[src/rtl/seg7_pkg.sv]
// Shared types and constants for the seven-segment scan controller.
// Segment order everywhere is {a,b,c,d,e,f,g} with a as the MSB.
package seg7_pkg;

  // Active-low "all segments dark" pattern.
  localparam logic [6:0] SEG_OFF = 7'b1111111;

  // Build-time shape of one display instance.
  typedef struct packed {
    int num_digits;
    int refresh_div;
  } seg7_cfg_t;

  // Hex nibble to active-low segment pattern (0 lights a segment).
  function automatic logic [6:0] seg7_decode(input logic [3:0] nibble);
    logic [6:0] seg;
    case (nibble)
      4'h0: seg = 7'b0000001;
      4'h1: seg = 7'b1001111;
      4'h2: seg = 7'b0010010;
      4'h3: seg = 7'b0000110;
      4'h4: seg = 7'b1001100;
      4'h5: seg = 7'b0100100;
      4'h6: seg = 7'b0100000;
      4'h7: seg = 7'b0001111;
      4'h8: seg = 7'b0000000;
      4'h9: seg = 7'b0000100;
      4'hA: seg = 7'b0001000;
      4'hB: seg = 7'b1100000;
      4'hC: seg = 7'b0110001;
      4'hD: seg = 7'b1000010;
      4'hE: seg = 7'b0110000;
      default: seg = 7'b0111000;
    endcase
    return seg;
  endfunction

endpackage

[src/rtl/seg7_hex_decode.sv]
// Hex nibble to seven-segment pattern, adjusted for the board's segment
// polarity. Purely combinational.
module seg7_hex_decode
  import seg7_pkg::*;
#(
  parameter bit SEG_ACTIVE_LOW = 1'b1
) (
  input  logic [3:0] nibble,
  output logic [6:0] seg
);

  assign seg = SEG_ACTIVE_LOW ? seg7_decode(nibble) : ~seg7_decode(nibble);

endmodule

[src/rtl/seg7_scan_ctrl.sv]
// Multiplexed seven-segment scan controller.
// Scans NUM_DIGITS digits, one per REFRESH_DIV-cycle slot. Updates arrive
// via valid/ready into a pending buffer and are copied to the display
// register only at a frame boundary (or while disabled), so one frame never
// mixes old and new digits.
// Optional build macro SEG7_DIMMING_EN adds i_bright[3:0]: each slot is cut
// into 16 sub-phases and the anode is driven only in the first i_bright+1.
module seg7_scan_ctrl
  import seg7_pkg::*;
#(
  parameter int NUM_DIGITS     = 8,
  parameter int REFRESH_DIV    = 100000,
  parameter bit SEG_ACTIVE_LOW = 1'b1,
  parameter bit AN_ACTIVE_LOW  = 1'b1
) (
  input  logic                    clk,
  input  logic                    rstn,
  input  logic [4*NUM_DIGITS-1:0] i_value,
  input  logic [NUM_DIGITS-1:0]   i_dp,
  input  logic                    i_valid,
  output logic                    o_ready,
  input  logic                    i_enable,
  input  logic                    i_blank_lz,
`ifdef SEG7_DIMMING_EN
  input  logic [3:0]              i_bright,
`endif
  output logic [NUM_DIGITS-1:0]   o_an,
  output logic [6:0]              o_seg,
  output logic                    o_dp,
  output logic                    o_frame
);

  localparam seg7_cfg_t CFG = '{num_digits: NUM_DIGITS, refresh_div: REFRESH_DIV};
  localparam int PW = $clog2(CFG.refresh_div + 1);
  localparam int IW = (CFG.num_digits > 1) ? $clog2(CFG.num_digits) : 1;
  localparam logic [PW-1:0] PRESC_LAST = PW'(CFG.refresh_div - 1);
  localparam logic [IW-1:0] IDX_LAST   = IW'(CFG.num_digits - 1);
  localparam logic [NUM_DIGITS-1:0] AN_IDLE = AN_ACTIVE_LOW ? {NUM_DIGITS{1'b1}} : {NUM_DIGITS{1'b0}};
  localparam logic [6:0] SEG_IDLE = SEG_ACTIVE_LOW ? SEG_OFF : ~SEG_OFF;
  localparam logic       DP_IDLE  = SEG_ACTIVE_LOW;

  logic [PW-1:0]                presc;
  logic [IW-1:0]                idx;
  logic [NUM_DIGITS-1:0][3:0]   disp_val, pend_val;
  logic [NUM_DIGITS-1:0]        disp_dp, pend_dp;
  logic                         pend_flag;
  logic                         tick, wrap, accept, commit;
  logic [NUM_DIGITS-1:0]        lz;
  logic                         blank, dim_on;
  logic [6:0]                   dec_seg;
  logic [NUM_DIGITS-1:0]        onehot;
  logic [NUM_DIGITS-1:0]        an_nxt;
  logic [6:0]                   seg_nxt;
  logic                         dp_nxt;

  assign tick    = i_enable && (presc == PRESC_LAST);
  assign wrap    = tick && (idx == IDX_LAST);
  assign accept  = i_valid && !pend_flag;
  // A disabled display has no frames to tear, so a pending update lands at once.
  assign commit  = pend_flag && (wrap || !i_enable);
  assign o_ready = !pend_flag;

  // Slot prescaler and digit index; both parked at 0 while disabled so
  // re-enabling restarts the scan at digit 0.
  always_ff @(posedge clk or negedge rstn) begin
    if (!rstn) begin
      presc <= '0;
      idx   <= '0;
    end else if (!i_enable) begin
      presc <= '0;
      idx   <= '0;
    end else if (tick) begin
      presc <= '0;
      idx   <= (idx == IDX_LAST) ? '0 : idx + 1'b1;
    end else begin
      presc <= presc + 1'b1;
    end
  end

  // Pending buffer fills on handshake; display register loads on commit.
  always_ff @(posedge clk or negedge rstn) begin
    if (!rstn) begin
      pend_val  <= '0;
      pend_dp   <= '0;
      pend_flag <= 1'b0;
      disp_val  <= '0;
      disp_dp   <= '0;
    end else begin
      if (accept) begin
        pend_val  <= i_value;
        pend_dp   <= i_dp;
        pend_flag <= 1'b1;
      end
      if (commit) begin
        disp_val  <= pend_val;
        disp_dp   <= pend_dp;
        pend_flag <= 1'b0;
      end
    end
  end

  // lz[k]: every nibble and dp bit from digit k upward is zero.
  for (genvar k = 0; k < NUM_DIGITS; k++) begin : g_lz
    assign lz[k] = ~|{disp_val[NUM_DIGITS-1:k], disp_dp[NUM_DIGITS-1:k]};
  end

  assign blank = i_blank_lz && (idx != '0) && lz[idx];

`ifdef SEG7_DIMMING_EN
  localparam int SUB_LEN = REFRESH_DIV / 16;
  assign dim_on = (int'(presc) / SUB_LEN) <= int'(i_bright);
`else
  assign dim_on = 1'b1;
`endif

  seg7_hex_decode #(.SEG_ACTIVE_LOW(SEG_ACTIVE_LOW)) u_dec (
    .nibble (disp_val[idx]),
    .seg    (dec_seg)
  );

  assign onehot = NUM_DIGITS'(1) << idx;

  // Next-cycle drive for anode, segments and decimal point.
  always_comb begin
    an_nxt  = AN_IDLE;
    seg_nxt = SEG_IDLE;
    dp_nxt  = DP_IDLE;
    if (i_enable) begin
      seg_nxt = dec_seg;
      dp_nxt  = SEG_ACTIVE_LOW ? ~disp_dp[idx] : disp_dp[idx];
      if (!blank && dim_on) an_nxt = AN_ACTIVE_LOW ? ~onehot : onehot;
    end
  end

  // Registered pin drive; reset darkens the display without waiting for a clock.
  always_ff @(posedge clk or negedge rstn) begin
    if (!rstn) begin
      o_an    <= AN_IDLE;
      o_seg   <= SEG_IDLE;
      o_dp    <= DP_IDLE;
      o_frame <= 1'b0;
    end else begin
      o_an    <= an_nxt;
      o_seg   <= seg_nxt;
      o_dp    <= dp_nxt;
      o_frame <= wrap;
    end
  end

endmodule

[config.mk]
export PLATFORM = sky130hd
export DESIGN_NAME = seg7_scan_ctrl
export DESIGN_NICKNAME = d
export VERILOG_FILES = /design/src/rtl/seg7_pkg.sv /design/src/rtl/seg7_hex_decode.sv /design/src/rtl/seg7_scan_ctrl.sv
export SDC_FILE = /design/constraint.sdc
export NUM_CORES = 1
export LEC_CHECK = 0
export BUFFER_PORTS_ARGS = -buffer_cell sky130_fd_sc_hd__buf_2
export CELL_PAD_IN_SITES_DETAIL_PLACEMENT = 0
export CELL_PAD_IN_SITES_GLOBAL_PLACEMENT = 1
export CORE_ASPECT_RATIO = 2
export CORE_MARGIN = 1.5
export CORE_UTILIZATION = 35
export CTS_BUF_LIST = sky130_fd_sc_hd__clkbuf_4
export DETAILED_ROUTE_END_ITERATION = 7
export PLACE_DENSITY_LB_ADDON = 0.2
export SYNTH_ARGS = -nofsm -noshare
export SYNTH_HDL_FRONTEND = slang
export SYNTH_SLANG_ARGS = --single-unit
[constraint.sdc]
create_clock -name clk -period 7.6 [get_ports clk]
set_input_delay 1.14 -clock clk [delete_from_list [all_inputs] [get_ports clk]]
set_output_delay 1.14 -clock clk [all_outputs]
set_load 0.02 [all_outputs]
==> impl_metrics.yaml, run 1 <==
status:
  status: "finished, final reports clean"
timing:
  worst_pin_slew_ns: 1.14
  max_freq_mhz: 340
  rsz0062_at_grt: "no"
  setup_ws_ns: 4.66
  relSlewSlack_pct: 23.2
  skew_ns: 0.0238
  holdWs_ns: 0.471
  post-route-period-util_pct: 38.7
  final_max_slew_viol_count: 0
  timing.setup.tns_ns: 0
  period_minus_slack_ns: 2.94
  setup_violations: 0
  hold_viol_final: 0
placement:
  gp_congestion: 0.808
  placement.io_buffers: 62
  place_ws_ns: 4.62
  dp.cells: 634
  place.detailed.hpwl_mm: 8.25
clocking:
  cts.htree.levels: 4
  ctsResizeCount: 0
  cts_buffer_depth: 2
  root_buffer: "clkbuf_4"
  cts_buffers: 17
  tritoncts: "built"
  cts_setup_buffers: 0
  insertion_delay_ns: 0.51
  cts.sinks: 118
  path_clk_slew_ns: 0.11
  hold_buffers: 0
floorplan:
  ios: 63
  dieWidth_um: 90.1
  initial_core_util_pct: 35.8
  dieArea_mm2: 0.0160
  die_height_um: 177
  rows: 63
  core_area_mm2: 0.0148
logic_synthesis:
  synth_cells: 392
  synth_ff_type: "dfrtp_1"
  synth_edf_count: 0
  async_flop_share_pct: 100
  yosys_warnings: 0
  seq_area_frac_synth_pct: 56.0
  synth_top_area_share_pct: 48.1
  synth.distinct_cells: 47
  syn_area_per_cell_um2: 13.5
  synth.area.top_cells: "dfrtp_1, mux2_1, mux2_2"
  synth_nets: 450
  synth_area_mm2: 0.00531
  synth_largest_area_cell: "dfrtp_1"
  ys_ff_latch: 118
global_routing:
  grt_pass1_wl_mm: 18.5
  grt-ovfl-total: 0
  grt_pass1_vias: 3510
  antenna_found_initial: 1
  grt_max_degree: 65
  track_usage_pct: 15.3
pwr:
  power_leakage_nw: 2.58
  clkPwrFrac_pct: 25.3
  intPower_w: 0.00119
  ir_drop_uv: 118
  switching_share_pct: 31.4
  p_per_area_mw_per_mm2: 287
  p_seq_share_pct: 53.3
  switchingPower_w: 0.000546
  pwr-share-comb_pct: 21.4
cells_and_area:
  mostFrequentLayoutCells: "dfrtp_1, buf_2, mux2_1"
  final_common_cell: "dfrtp_1"
  regArea_mm2: 0.00297
  final_cells: 666
  drive_gt1_share_pct: 34.9
  syn_to_final_growth_pct: 14.2
  n_fill_cell: 1513
  postLayoutCoreUtil_pct: 40.9
  multiInputGateArea_mm2: 0.00221
  final_nets: 516
route:
  dr.pass1.iters: 4
  drc: 0
  viasPerCell: 4.89
  finalWirelength_mm: 11.2
  avgRoutedWirePerCell_um: 16.8
  ant_nets: 0
  vias: 3257
  drt_iter0_markers: 104
setup_path:
  worstSetupPathType: "reg2reg"
  crit_path_end_kind: "flip-flop"
  worstPathRequired_ns: 8.03
  critical_path_arrival_ns: 3.37
  startpoint_type: "flip-flop"
  critPathMaxFanout: 14
  r2r_start: "idx[1]$_DFFE_PN0P_"
  cp-startpoint: "idx[1]$_DFFE_PN0P_"
min_path:
  hold_class: "reg2reg"
  min_from: "presc[0]$_DFF_PN0_"
job:
  drv_cap: 0
-- critical path, cell delays in order, from the launching register on --
cell,delay [ns]
dfrtp_1,0.77
mux4_2,0.60
mux2i_1,0.57
inv_1,0.15
ha_1,0.26
mux2_1,0.29
mux2i_1,0.15
nand2_1,0.08
-- power by group through the flow --
stage / clock network (W) / registers, W / logic (W)
6_report: 0.000440 / 0.000927 / 0.000372
4_1_cts: 0.000460 / 0.000934 / 0.000380
3_5_place_dp: 0 / 0.000948 / 0.000379
3_3_place_gp: 0 / 0.000944 / 0.000369
2_1_floorplan: 0 / 0.000895 / 0.000274
5_1_grt: 0.000485 / 0.000951 / 0.000416
-- Yosys cell counts, types with 6 or more instances --
| master | instances |
|---|---|
| xor2_1 | 9 |
| dfstp_2 | 16 |
| nor4_1 | 6 |
| inv_1 | 8 |
| nor2_1 | 29 |
| nand3_1 | 7 |
| mux2i_1 | 9 |
| mux4_2 | 10 |
| clkbuf_1 | 7 |
| nand2_1 | 19 |
| ha_1 | 13 |
| dfrtp_1 | 102 |
| nand4_1 | 7 |
| mux2_2 | 40 |
| mux2_1 | 42 |
-- cell type report --
| type | count | area share, % |
|---|---|---|
| Clock inverter | 12 | 2.17 |
| Antenna cell | 1 | 0.0413 |
| Multi-Input combinational cell | 248 | 36.5 |
| Clock buffer | 19 | 2.35 |
| Sequential cell | 118 | 49.0 |
| Tap cell | 195 | 4.02 |
| Timing Repair Buffer | 63 | 5.28 |
| Inverter | 10 | 0.619 |
-- layer usage --
| metal | vias up | GRT usage [%] | part of all wire, % |
|---|---|---|---|
| met4 | 0 | 5.82 | 1.3 |
| met2 | 50 | 29.0 | 58 |
| met5 | - | 0 | 0 |
| li1 | 1545 | - | - |
| met3 | 11 | 3.26 | 2.0 |
| met1 | 1651 | 16.2 | 39 |
-- flip-flops by register name, indices dropped and copies added (netlist names) --
signal	cells
disp_dp	8
disp_val	32
idx	3
o_an	8
o_dp	1
o_frame	1
o_seg	7
pend_dp	8
pend_flag	1
pend_val	32
presc	17
-- stage by stage --
step                      instance area (µm²)  power [W]
after global placement                   5790    0.00131
after global routing                     6060    0.00185
after CTS                                6060    0.00177
after floorplan                          5310    0.00117
after detailed placement                 5790    0.00133
final                                    6060    0.00174
-- logic make-up (layout without fill, tap and decap cells) --
family,after synthesis,after routing,synth area share [%]
XOR/XNOR,13,13,2.14
other,0,1,0
multiplexers,102,102,23.6
buffers and inverters,26,104,2.47
AND/OR/NAND/NOR,99,99,9.85
AO/OA/AOI/OAI,21,21,2.90
adder cells (fa/ha/maj),13,13,3.06
flip-flops,118,118,56.0
-- worst paths after layout --
kind	endpoint	slack (ns)	cells after the start
worst max register to register	o_seg[0]$_DFF_PN1_	4.66	7
worst min-delay path	presc[0]$_DFF_PN0_	0.47	1
min in group asynchronous	presc[7]$_DFF_PN0_	0.66	1
worst min register to register	presc[0]$_DFF_PN0_	0.47	1
worst max-delay path	o_seg[0]$_DFF_PN1_	4.66	7
max in group asynchronous	disp_dp[4]$_DFFE_PN0P_	5.63	2
Note: power is estimated with default switching activity, not from simulation.
==> run 2: changes to the inputs <==
- ABC_AREA: default -> 1
- clock period: 7.6 -> 2.5 ns (I/O delays scaled with it)
==> impl_metrics.yaml, run 2 <==
status:
  status: "finished, final reports clean"
setup_path:
  cp_top_family: "simple AND/OR/NAND/NOR gates"
  cp.depth: 8
  path_buf_inv: 1
  slowest_delay_ns: 0.56
  worstSetupPathType: "reg2reg"
  r2r_cells: 8
  worstPathRequired_ns: 2.94
  cp_cell_sequence: "inv_1 > ha_1 > or2_2 > nor2_1 > nand4_1 > nand2_1 > nand3_1 > nand3_1"
  critPathMaxFanout: 9
  startpoint_type: "flip-flop"
  critPathMostFrequentCell: "nand3_1"
  critical_path_arrival_ns: 2.60
  crit_path_end_kind: "flip-flop"
  cp_slowest_cell: "dfrtp_1"
min_path:
  worstHoldPathCells: 2
  hold_class: "in2reg"
timing:
  setup_violations: 0
  final_max_slew_viol_count: 0
  post-route-period-util_pct: 86.6
  relSlewSlack_pct: 66.9
  timing.setup.tns_ns: 0
  rsz0062_at_grt: "no"
  skew_ns: 0.0237
  worst_pin_slew_ns: 0.497
  period_minus_slack_ns: 2.17
  max_freq_mhz: 462
  hold_viol_final: 0
route:
  ant_nets: 0
  viasPerCell: 4.79
  finalWirelength_mm: 13.9
  drt_iter0_markers: 194
  dr.pass1.iters: 4
  avgRoutedWirePerCell_um: 14.8
  vias: 4499
  drc: 0
clocking:
  cts.sinks: 118
  insertion_delay_ns: 0.52
  root_buffer: "clkbuf_4"
  cts.htree.levels: 4
  ctsResizeCount: 0
  cts_buffer_depth: 2
  hold_buffers: 1
  cts_buffers: 17
  tritoncts: "built"
  path_clk_slew_ns: 0.12
  cts_setup_buffers: 0
cells_and_area:
  final_common_cell: "nand2_1"
  final_cells: 939
  drive_gt1_share_pct: 24.9
  n_fill_cell: 1678
  final_nets: 779
  syn_to_final_growth_pct: 14.1
  reg_top3: "disp_val (32), pend_val (32), presc (17)"
  mostFrequentLayoutCells: "nand2_1, dfrtp_1, nand3_1"
  postLayoutCoreUtil_pct: 40.8
logic_synthesis:
  ys_ff_latch: 118
  synth_ff_type: "dfrtp_1"
  synth.area.top_cells: "dfrtp_1, nand2_1, nand3_1"
  async_flop_share_pct: 100
  seq_area_frac_synth_pct: 51.1
  synth.most_common_cell: "nand2_1"
  netlist_top_cells_count: "nand2_1, dfrtp_1, nand3_1, nor2_1, inv_1"
  synth_edf_count: 0
  synth_nets: 714
  yosys_warnings: 0
  synth_largest_area_cell: "dfrtp_1"
  synth.distinct_cells: 34
  synth_cells: 656
  syn_area_per_cell_um2: 8.87
  synth_top_area_share_pct: 43.9
  synth_area_mm2: 0.00582
floorplan:
  core_area_mm2: 0.0163
  rows: 66
  initial_core_util_pct: 35.8
  ios: 63
  dieWidth_um: 94.2
  die_height_um: 185
  dieArea_mm2: 0.0175
placement:
  gp_congestion: 0.857
  dp.cells: 905
  place.detailed.hpwl_mm: 10.5
  placement.io_buffers: 62
job:
  drv_cap: 0
global_routing:
  grt_pass1_vias: 4582
  grt_pass1_wl_mm: 22.6
  track_usage_pct: 17.1
  grt-ovfl-total: 0
  grt_max_degree: 71
  antenna_found_initial: 1
pwr:
  power_leakage_nw: 3.19
  ir_drop_uv: 377
  p_per_area_mw_per_mm2: 794
==> run 2: path summary, 6_finish.rpt <==
kind | start | to | slack (ns)
worst max-delay path | idx[1]$_DFFE_PN0P_ | o_an[5]$_DFF_PN1_ | 0.33
worst min-delay path | i_dp[3] | pend_dp[3]$_DFFE_PN0P_ | 0.07
worst max register to register | idx[1]$_DFFE_PN0P_ | o_an[5]$_DFF_PN1_ | 0.33
worst min register to register | presc[0]$_DFF_PN0_ | presc[0]$_DFF_PN0_ | 0.47
max in group asynchronous | rstn | o_an[4]$_DFF_PN1_ | 1.49
min in group asynchronous | rstn | presc[8]$_DFF_PN0_ | 0.28
==> run 2: cell type report <==
cell class / instances / area [µm²] / area share [%]
diodes: 1 / 2.50 / 0.0377
clock buffers: 17 / 128 / 1.92
clock inverters: 15 / 179 / 2.70
inverters: 54 / 203 / 3.05
multi-input cells: 455 / 2460 / 37.1
flip-flops and latches: 118 / 2970 / 44.8
well taps: 204 / 255 / 3.84
repair buffers: 75 / 438 / 6.60
==> run 2: power breakdown <==
part	leakage [nW]	total [W]	switching [W]	internal (W)
Clock	0.156	0.00147	0.000773	0.000697
Combinational	1.60	0.00118	0.000705	0.000480
Sequential	1.43	0.00262	0.000288	0.00233
==> run 2: per-layer routing <==
layer  part of all wire, %  global-route usage (%)  routed length [µm]
met2                    57                    32.4                7940
met3                   2.9                    2.71                 407
met1                    37                    17.8                5170
met4                   2.5                    8.06                 342
met5                     0                       0                   0
==> run 2: kinds of logic (layout without fill, tap and decap cells) <==
family | after synthesis | in the layout | synth area share, %
mux | 40 | 40 | 7.74
xor+xnor | 7 | 7 | 1.05
fa+ha+maj | 13 | 13 | 2.79
buf+inv | 83 | 161 | 6.64
compound gates | 21 | 21 | 2.17
other cells | 0 | 1 | 0
flops | 118 | 118 | 51.1
simple gates | 374 | 374 | 28.5
==> run 2: stage by stage <==
| step | total power (W) | setup WS, ns | area, µm² | hold slack (ns) |
|---|---|---|---|---|
| after detailed placement | 0.00387 | 0.391 | 6320 | 0.297 |
| final | 0.00527 | 0.335 | 6640 | 0.0741 |
| after floorplan | 0.00345 | 0.731 | 5820 | 0.0794 |
| after global placement | 0.00384 | 0.426 | 6320 | 0.291 |
| after global routing | 0.00565 | 0.253 | 6640 | 0.0212 |
| after CTS | 0.00537 | 0.359 | 6640 | 0.00322 |
